### config.mk
export PLATFORM = sky130hd
export DESIGN_NAME = xdble_result_drain
export DESIGN_NICKNAME = d
export VERILOG_FILES = /design/src/rtl/xdble_drain_pkg.sv /design/src/rtl/drain_skid_buf.sv /design/src/rtl/xdble_result_drain.sv
export SDC_FILE = /design/constraint.sdc
export NUM_CORES = 1
export LEC_CHECK = 0
export BUFFER_PORTS_ARGS = -buffer_cell sky130_fd_sc_hd__buf_2
export CORE_MARGIN = 3
export CORE_UTILIZATION = 25
export CTS_BUF_LIST = sky130_fd_sc_hd__clkbuf_2
export CTS_CLUSTER_SIZE = 14
export DETAILED_ROUTE_END_ITERATION = 10
export SLEW_MARGIN = 20
export SYNTH_ARGS = -nofsm -noshare
export SYNTH_HDL_FRONTEND = slang
export SYNTH_SLANG_ARGS = --single-unit
### constraint.sdc
create_clock -name clk -period 5.48 [get_ports clk]
set_input_delay 0.274 -clock clk [delete_from_list [all_inputs] [get_ports clk]]
set_output_delay 0.274 -clock clk [all_outputs]
set_load 0.02 [all_outputs]
### src/rtl/xdble_drain_pkg.sv
// Shared types and constants for the xDBLe result drain: FSM states, stream
// source encodings and the bit positions of the read / copy-back enables.
package xdble_drain_pkg;

    typedef enum logic [1:0] {
        S_IDLE,
        S_RUN,
        S_FLUSH,
        S_DONE
    } state_t;

    // m_sel encodings, also the read order of the result memories
    localparam logic [1:0] SEL_T6_0 = 2'd0;
    localparam logic [1:0] SEL_T6_1 = 2'd1;
    localparam logic [1:0] SEL_T7_0 = 2'd2;
    localparam logic [1:0] SEL_T7_1 = 2'd3;

    localparam int RD_T6_0 = 0;
    localparam int RD_T6_1 = 1;
    localparam int RD_T7_0 = 2;
    localparam int RD_T7_1 = 3;

    localparam int CB_X_0 = 0;
    localparam int CB_X_1 = 1;
    localparam int CB_Z_0 = 2;
    localparam int CB_Z_1 = 3;

    // Output head plus two skid entries: covers the two-cycle issue-to-land loop.
    localparam int SKID_SLOTS = 3;

    function automatic logic [3:0] rd_onehot(input logic [1:0] sel);
        logic [3:0] v;
        v = '0;
        case (sel)
            SEL_T6_0: v[RD_T6_0] = 1'b1;
            SEL_T6_1: v[RD_T6_1] = 1'b1;
            SEL_T7_0: v[RD_T7_0] = 1'b1;
            default:  v[RD_T7_1] = 1'b1;
        endcase
        return v;
    endfunction

    function automatic logic [3:0] cb_onehot(input logic [1:0] sel);
        logic [3:0] v;
        v = '0;
        case (sel)
            SEL_T6_0: v[CB_X_0] = 1'b1;
            SEL_T6_1: v[CB_X_1] = 1'b1;
            SEL_T7_0: v[CB_Z_0] = 1'b1;
            default:  v[CB_Z_1] = 1'b1;
        endcase
        return v;
    endfunction

endpackage

### src/rtl/drain_skid_buf.sv
// Small valid/ready buffer for the drain stream: slot 0 is the output head,
// the remaining slots absorb words still returning from the memories.
module drain_skid_buf
    import xdble_drain_pkg::*;
#(
    parameter int DW = 35
) (
    input  logic          clk,
    input  logic          rst,
    input  logic          push,
    input  logic [DW-1:0] din,
    input  logic          pop,
    output logic [DW-1:0] dout,
    output logic          valid,
    output logic [1:0]    occ
);

    logic [DW-1:0] slot     [SKID_SLOTS];
    logic [DW-1:0] slot_nxt [SKID_SLOTS];
    logic [1:0]    cnt;

    // NOTE: slot_nxt starts as a full copy of slot, so every path assigns it and no latch is inferred.
    always_comb begin
        slot_nxt = slot;
        if (pop) begin
            for (int i = 0; i < SKID_SLOTS - 1; i++) begin
                slot_nxt[i] = slot[i + 1];
            end
        end
        if (push) begin
            slot_nxt[cnt - 2'(pop)] = din;
        end
    end

    // NOTE: the storage is reset because slot 0 drives the stream outputs, which must read 0 out of reset.
    always_ff @(posedge clk or negedge rst) begin
        if (!rst) begin
            for (int i = 0; i < SKID_SLOTS; i++) begin
                slot[i] <= '0;
            end
            cnt <= '0;
        end else begin
            slot <= slot_nxt;
            cnt  <= cnt + 2'(push) - 2'(pop);
        end
    end

    assign dout  = slot[0];
    assign valid = (cnt != 2'd0);
    assign occ   = cnt;

endmodule

### src/rtl/xdble_result_drain.sv
// Drains t6_0, t6_1, t7_0, t7_1 word by word into a valid/ready stream.
// Define XDBLE_DRAIN_COPYBACK_EN to also write each returned word into X/Z.
module xdble_result_drain
    import xdble_drain_pkg::*;
#(
    parameter int RADIX      = 32,
    parameter int WIDTH_REAL = 14,
    // Kept at least 1 bit wide so WIDTH_REAL=1 still has a legal address bus.
    parameter int DEPTH_LOG  = (WIDTH_REAL > 1) ? $clog2(WIDTH_REAL) : 1
) (
    input  logic                 clk,
    input  logic                 rst,
    input  logic                 start,
    output logic                 busy,
    output logic                 done,
    output logic [3:0]           rd_en,
    output logic [DEPTH_LOG-1:0] rd_addr,
    input  logic [4*RADIX-1:0]   rd_dout,
    output logic                 m_valid,
    input  logic                 m_ready,
    output logic [RADIX-1:0]     m_data,
    output logic [1:0]           m_sel,
    output logic                 m_last,
    output logic [3:0]           cb_wr_en,
    output logic [DEPTH_LOG-1:0] cb_wr_addr,
    output logic [RADIX-1:0]     cb_din
);

    localparam logic [DEPTH_LOG-1:0] ADDR_LAST = DEPTH_LOG'(WIDTH_REAL - 1);
    localparam int                   BW        = RADIX + 3;

    state_t               state;
    logic [1:0]           sel_cnt;
    logic [DEPTH_LOG-1:0] addr_cnt;
    logic [1:0]           rd_sel;
    logic                 rd_last;
    logic                 ret_valid;
    logic [1:0]           ret_sel;
    logic                 ret_last;
    logic [RADIX-1:0]     ret_word;
    logic                 rd_active;
    logic                 pop;
    logic                 is_last;
    logic                 space_ok;
    logic                 issue;
    logic [2:0]           fill_next;
    logic [1:0]           occ;
    logic [BW-1:0]        buf_dout;

    assign rd_active = |rd_en;
    assign pop       = m_valid & m_ready;
    assign ret_word  = rd_dout[int'(ret_sel) * RADIX +: RADIX];
    assign is_last   = (sel_cnt == SEL_T7_1) && (addr_cnt == ADDR_LAST);

    // Slots claimed after this edge: buffered words plus both read stages, less the word leaving now.
    always_comb begin
        fill_next = 3'(occ) + 3'(ret_valid) + 3'(rd_active) - 3'(pop);
        space_ok  = fill_next < 3'(SKID_SLOTS);
        issue     = ((state == S_IDLE) && start) || ((state == S_RUN) && space_ok);
    end

    // NOTE: all state here uses <= so every register samples pre-edge values, whatever the statement order.
    always_ff @(posedge clk or negedge rst) begin
        if (!rst) begin
            state     <= S_IDLE;
            sel_cnt   <= '0;
            addr_cnt  <= '0;
            rd_en     <= '0;
            rd_addr   <= '0;
            rd_sel    <= '0;
            rd_last   <= 1'b0;
            ret_valid <= 1'b0;
            ret_sel   <= '0;
            ret_last  <= 1'b0;
            busy      <= 1'b0;
            done      <= 1'b0;
        end else begin
            rd_en     <= issue ? rd_onehot(sel_cnt) : 4'b0000;
            ret_valid <= rd_active;
            ret_sel   <= rd_sel;
            ret_last  <= rd_last;
            done      <= 1'b0;

            if (issue) begin
                rd_addr <= addr_cnt;
                rd_sel  <= sel_cnt;
                rd_last <= is_last;
                if (addr_cnt == ADDR_LAST) begin
                    addr_cnt <= '0;
                    sel_cnt  <= sel_cnt + 2'd1;
                end else begin
                    addr_cnt <= addr_cnt + 1'b1;
                end
            end

            case (state)
                S_IDLE: begin
                    if (start) begin
                        state <= S_RUN;
                        busy  <= 1'b1;
                    end
                end
                S_RUN: begin
                    if (issue && is_last) begin
                        state <= S_FLUSH;
                    end
                end
                S_FLUSH: begin
                    if (pop && m_last) begin
                        state <= S_DONE;
                        busy  <= 1'b0;
                        done  <= 1'b1;
                    end
                end
                S_DONE: begin
                    state <= S_IDLE;
                end
                default: begin
                    state <= S_IDLE;
                end
            endcase
        end
    end

    drain_skid_buf #(
        .DW (BW)
    ) u_skid (
        .clk   (clk),
        .rst   (rst),
        .push  (ret_valid),
        .din   ({ret_last, ret_sel, ret_word}),
        .pop   (pop),
        .dout  (buf_dout),
        .valid (m_valid),
        .occ   (occ)
    );

    assign m_data = buf_dout[RADIX-1:0];
    assign m_sel  = buf_dout[RADIX +: 2];
    assign m_last = buf_dout[BW-1];

`ifdef XDBLE_DRAIN_COPYBACK_EN
    logic [DEPTH_LOG-1:0] ret_addr;

    always_ff @(posedge clk or negedge rst) begin
        if (!rst) begin
            ret_addr <= '0;
        end else begin
            ret_addr <= rd_addr;
        end
    end

    // Written as the word returns, independent of stream backpressure.
    assign cb_wr_en   = ret_valid ? cb_onehot(ret_sel) : 4'b0000;
    assign cb_wr_addr = ret_valid ? ret_addr : '0;
    assign cb_din     = ret_valid ? ret_word : '0;
`else
    assign cb_wr_en   = '0;
    assign cb_wr_addr = '0;
    assign cb_din     = '0;
`endif

endmodule

==> run_results.csv <==
group,metric,value,unit
timing,holdWs,0.1164,ns
final_layout,num_antenna_cells,0,
setup_path,crit_top_cell,"fa_1",
setup_path,setup.worst_path.start,"u_skid.occ[1]",
placement,place_congestion,0.7338,
drt,firstDrtPassIters,4,
grt,grt_overflow,0,
power,seqPwrFrac,36.9,%
timing,final-setup-viol-count,0,
setup_path,crit_path_cell_trace,"or2_4, and2_4, ha_1, fa_1, inv_1, fa_1, xor2_4, a32oi_2, mux2_2",
logic_synthesis,synth_warnings,0,
timing,rsz0062_at_grt,"false",
drt,dr_wl_met3,1218,um
min_path,worstHoldStart,"rd_dout[98]",
setup_path,cp_slowest_stage_delay,0.64,ns
power,power_density,523.2,nW/um2
logic_synthesis,synth_area,7456,um2
grt,grt_pass1_vias,5216,
flow_run,max_cap_violations,0,
logic_synthesis,yosysTopAreaCell,"dfrtp_1",
logic_synthesis,yosys.area_share.simple,6.008,%
setup_path,crit_fanout,15,
drt,finalWirelength,17530,um
drt,drc_errors,0,
logic_synthesis,synthXorXnorAreaFrac,1.057,%
setup_path,cp-end-kind,"register",
logic_synthesis,synth_adder_area_share,2.551,%
setup_path,r2r_start,"u_skid.occ[1]",
logic_synthesis,avgSynthCellArea,12.22,um2
cts,cts_tree,"done",
cts,cts_buffer_depth,2,
logic_synthesis,synth-seq-cells,132,
drt,viasPerCell,4.166,
cts,clock_latency,0.69,ns
cts,cts.sinks,132,
grt,grt_pass1_wl,27250,um
logic_synthesis,yosysSeqAreaShare,44.30,%
placement,io_buffers,177,
timing,setup_slack,2.105,ns
final_layout,area_delta_synth_final,21.56,%
floorplanning,die_h,178.7,um
placement,dp_hpwl,11530,um
drt,dr.max_layer_used,"met4",
logic_synthesis,ys.flop_type,"dfrtp_1",
setup_path,slowest_stage,"a32oi_2",
final_layout,layout-drive-gt1-share,35.84,%
power,power_frac_comb,50.9,%
logic_synthesis,synth_edf_count,0,
floorplanning,ios,218,
setup_path,worst_ep_required_time,6.07,ns
min_path,whs_path_depth,4,
power,p_sw,1.945,mW
logic_synthesis,yosysMostFrequentCell,"dfrtp_1",
timing,worst_pin_slew,1.076,ns
timing,finalHoldViolations,0,
cts,cts_buffers,17,
grt,track_usage,10.93,%
drt,route.met2.wl,8608,um
floorplanning,start_util,25.70,%
cts,path_clk_slew,0.22,ns
grt,grt_antenna_before_repair,0,
timing,fin_crit_sh,61.59,%
setup_path,arrival,3.96,ns
power,switching_share,41.02,%
logic_synthesis,synthTopCellsByCount,"dfrtp_1, nand2_1, buf_4, mux2i_1, o21ai_1",
setup_path,r2r_setup_slack,2.10,ns
grt,grt_max_degree,76,
outcome,outcome,"finished, final reports clean",
logic_synthesis,synth.area.mux_share,26.45,%
power,clock_power_share,12.2,%
drt,routedWlPerCell,14.49,um
logic_synthesis,synth_compound_area_share,6.696,%
setup_path,cp-start-kind,"register",
setup_path,reg2reg_depth,9,
timing,slew_headroom,28.25,%
logic_synthesis,synth.distinct_cells,45,
timing,min_period,3.375,ns
timing,final-max-slew-violation-count,0,
drt,wl_met1,7596,um
timing,fin_setup_tns,0,ns
logic_synthesis,synth_cells,610,
final_layout,final_nets,959,
power,p_leak,4.161,nW
drt,postRouteAntennaNets,0,
logic_synthesis,async_flop_share,100.0,%
placement,dp_slack,2.066,ns
floorplanning,core.rowCount,62,
floorplanning,dieArea,31930,um2
power,peakVddDrop,0.2604,mV
logic_synthesis,post-synth-top-area-fraction,44.30,%
cts,cts_root_buffer,"clkbuf_2",
drt,dr_total_vias,5041,
timing,skew,0.03891,ns
logic_synthesis,synth_top_family_by_area,"multiplexers",
logic_synthesis,synthTopCellsByArea,"dfrtp_1, mux4_2, mux2i_1",
setup_path,path_class,"reg -> reg",
floorplanning,core,29010,um2
cts,htreeDepth,4,
floorplanning,die_x,178.7,um
min_path,hold_class,"in -> reg",
final_layout,utilization,31.24,%
drt,drtIter0Drc,151,
power,p_int,2.797,mW
timing,fmax,296.3,MHz
## layer usage
layer	up-vias	track usage, %
li1	2427	-
met1	2462	13.49
met3	8	3.134
met2	144	18.68
met4	0	2.955
met5	-	0
## worst paths after layout
check,to
setup / recovery,rd_addr[3]
hold / removal,u_skid.dout[2]
setup reg to reg,rd_addr[3]
hold reg to reg,ret_sel[0]
max in group asynchronous,asynchronous set/reset pin
min in group asynchronous,u_skid.dout[28]
## layout make-up
cell class / instances / area [um2]
fill: 2976 / 19950
inverter: 13 / 48.80
timing repair buffer: 255 / 1658
tap: 384 / 480.5
multi-input combinational: 394 / 3351
sequential: 132 / 3306
clock inverter: 13 / 125.1
clock buffer: 19 / 95.09
## kinds of logic after synthesis
logic type      Yosys count
compound gates           89
fa+ha+maj                14
other cells               1
buf+inv                 123
xor+xnor                  6
simple gates            104
flops                   132
mux                     141
## critical path, delay by kind of cell (launching register included)
| family | cells | cell delay (ns) |
|---|---|---|
| and+or+nand+nor | 2 | 0.54 |
| adders and majority gates | 3 | 0.91 |
| xor gates and xnor gates | 1 | 0.20 |
| DFF | 1 | 0.57 |
| AOI/OAI and AO/OA | 1 | 0.64 |
| muxes | 1 | 0.40 |
| buffers and inverters | 1 | 0.05 |
## cell usage in the layout, fill, tap and decap left out, types with 2 or more instances in the layout
cell type	count
mux4_2	32
o21ai_0	10
mux2i_1	71
ha_1	12
buf_4	6
fa_1	2
nor2b_1	5
dfrtp_1	130
mux2_4	30
o21ai_1	69
nor2_1	4
buf_2	176
conb_1	40
and3_1	2
clkbuf_2	19
inv_1	13
clkinvlp_4	5
dlygate4sd3_1	72
xnor2_1	4
a21oi_1	2
dfrtp_2	2
mux2_2	7
inv_6	5
nand2_1	83
## power groups by stage
stage / Combinational (mW) / Sequential, mW / Clock (mW)
global route: 2.67 / 1.82 / 0.649
finish: 2.41 / 1.75 / 0.577
CTS: 2.46 / 1.76 / 0.612
global placement: 2.22 / 1.77 / 0
detailed placement: 2.28 / 1.78 / 0
floorplan: 2.07 / 1.67 / 0
## per-stage QoR
stage | std cells | power, mW | cell area (um2)
2_1_floorplan | 649 | 3.746 | 7602
3_3_place_gp | 1106 | 3.993 | 8123
3_5_place_dp | 1106 | 4.057 | 8123
4_1_cts | 1210 | 4.832 | 9064
5_1_grt | 1210 | 5.135 | 9064
6_report | 1210 | 4.742 | 9064
## timing repair
action	CTS	global route
endpoints found under the hold margin	155	0
hold buffers	72	0
buffers inserted	0	0
resized for setup	0	0
No activity file was read; power rests on OpenSTA's default activity.
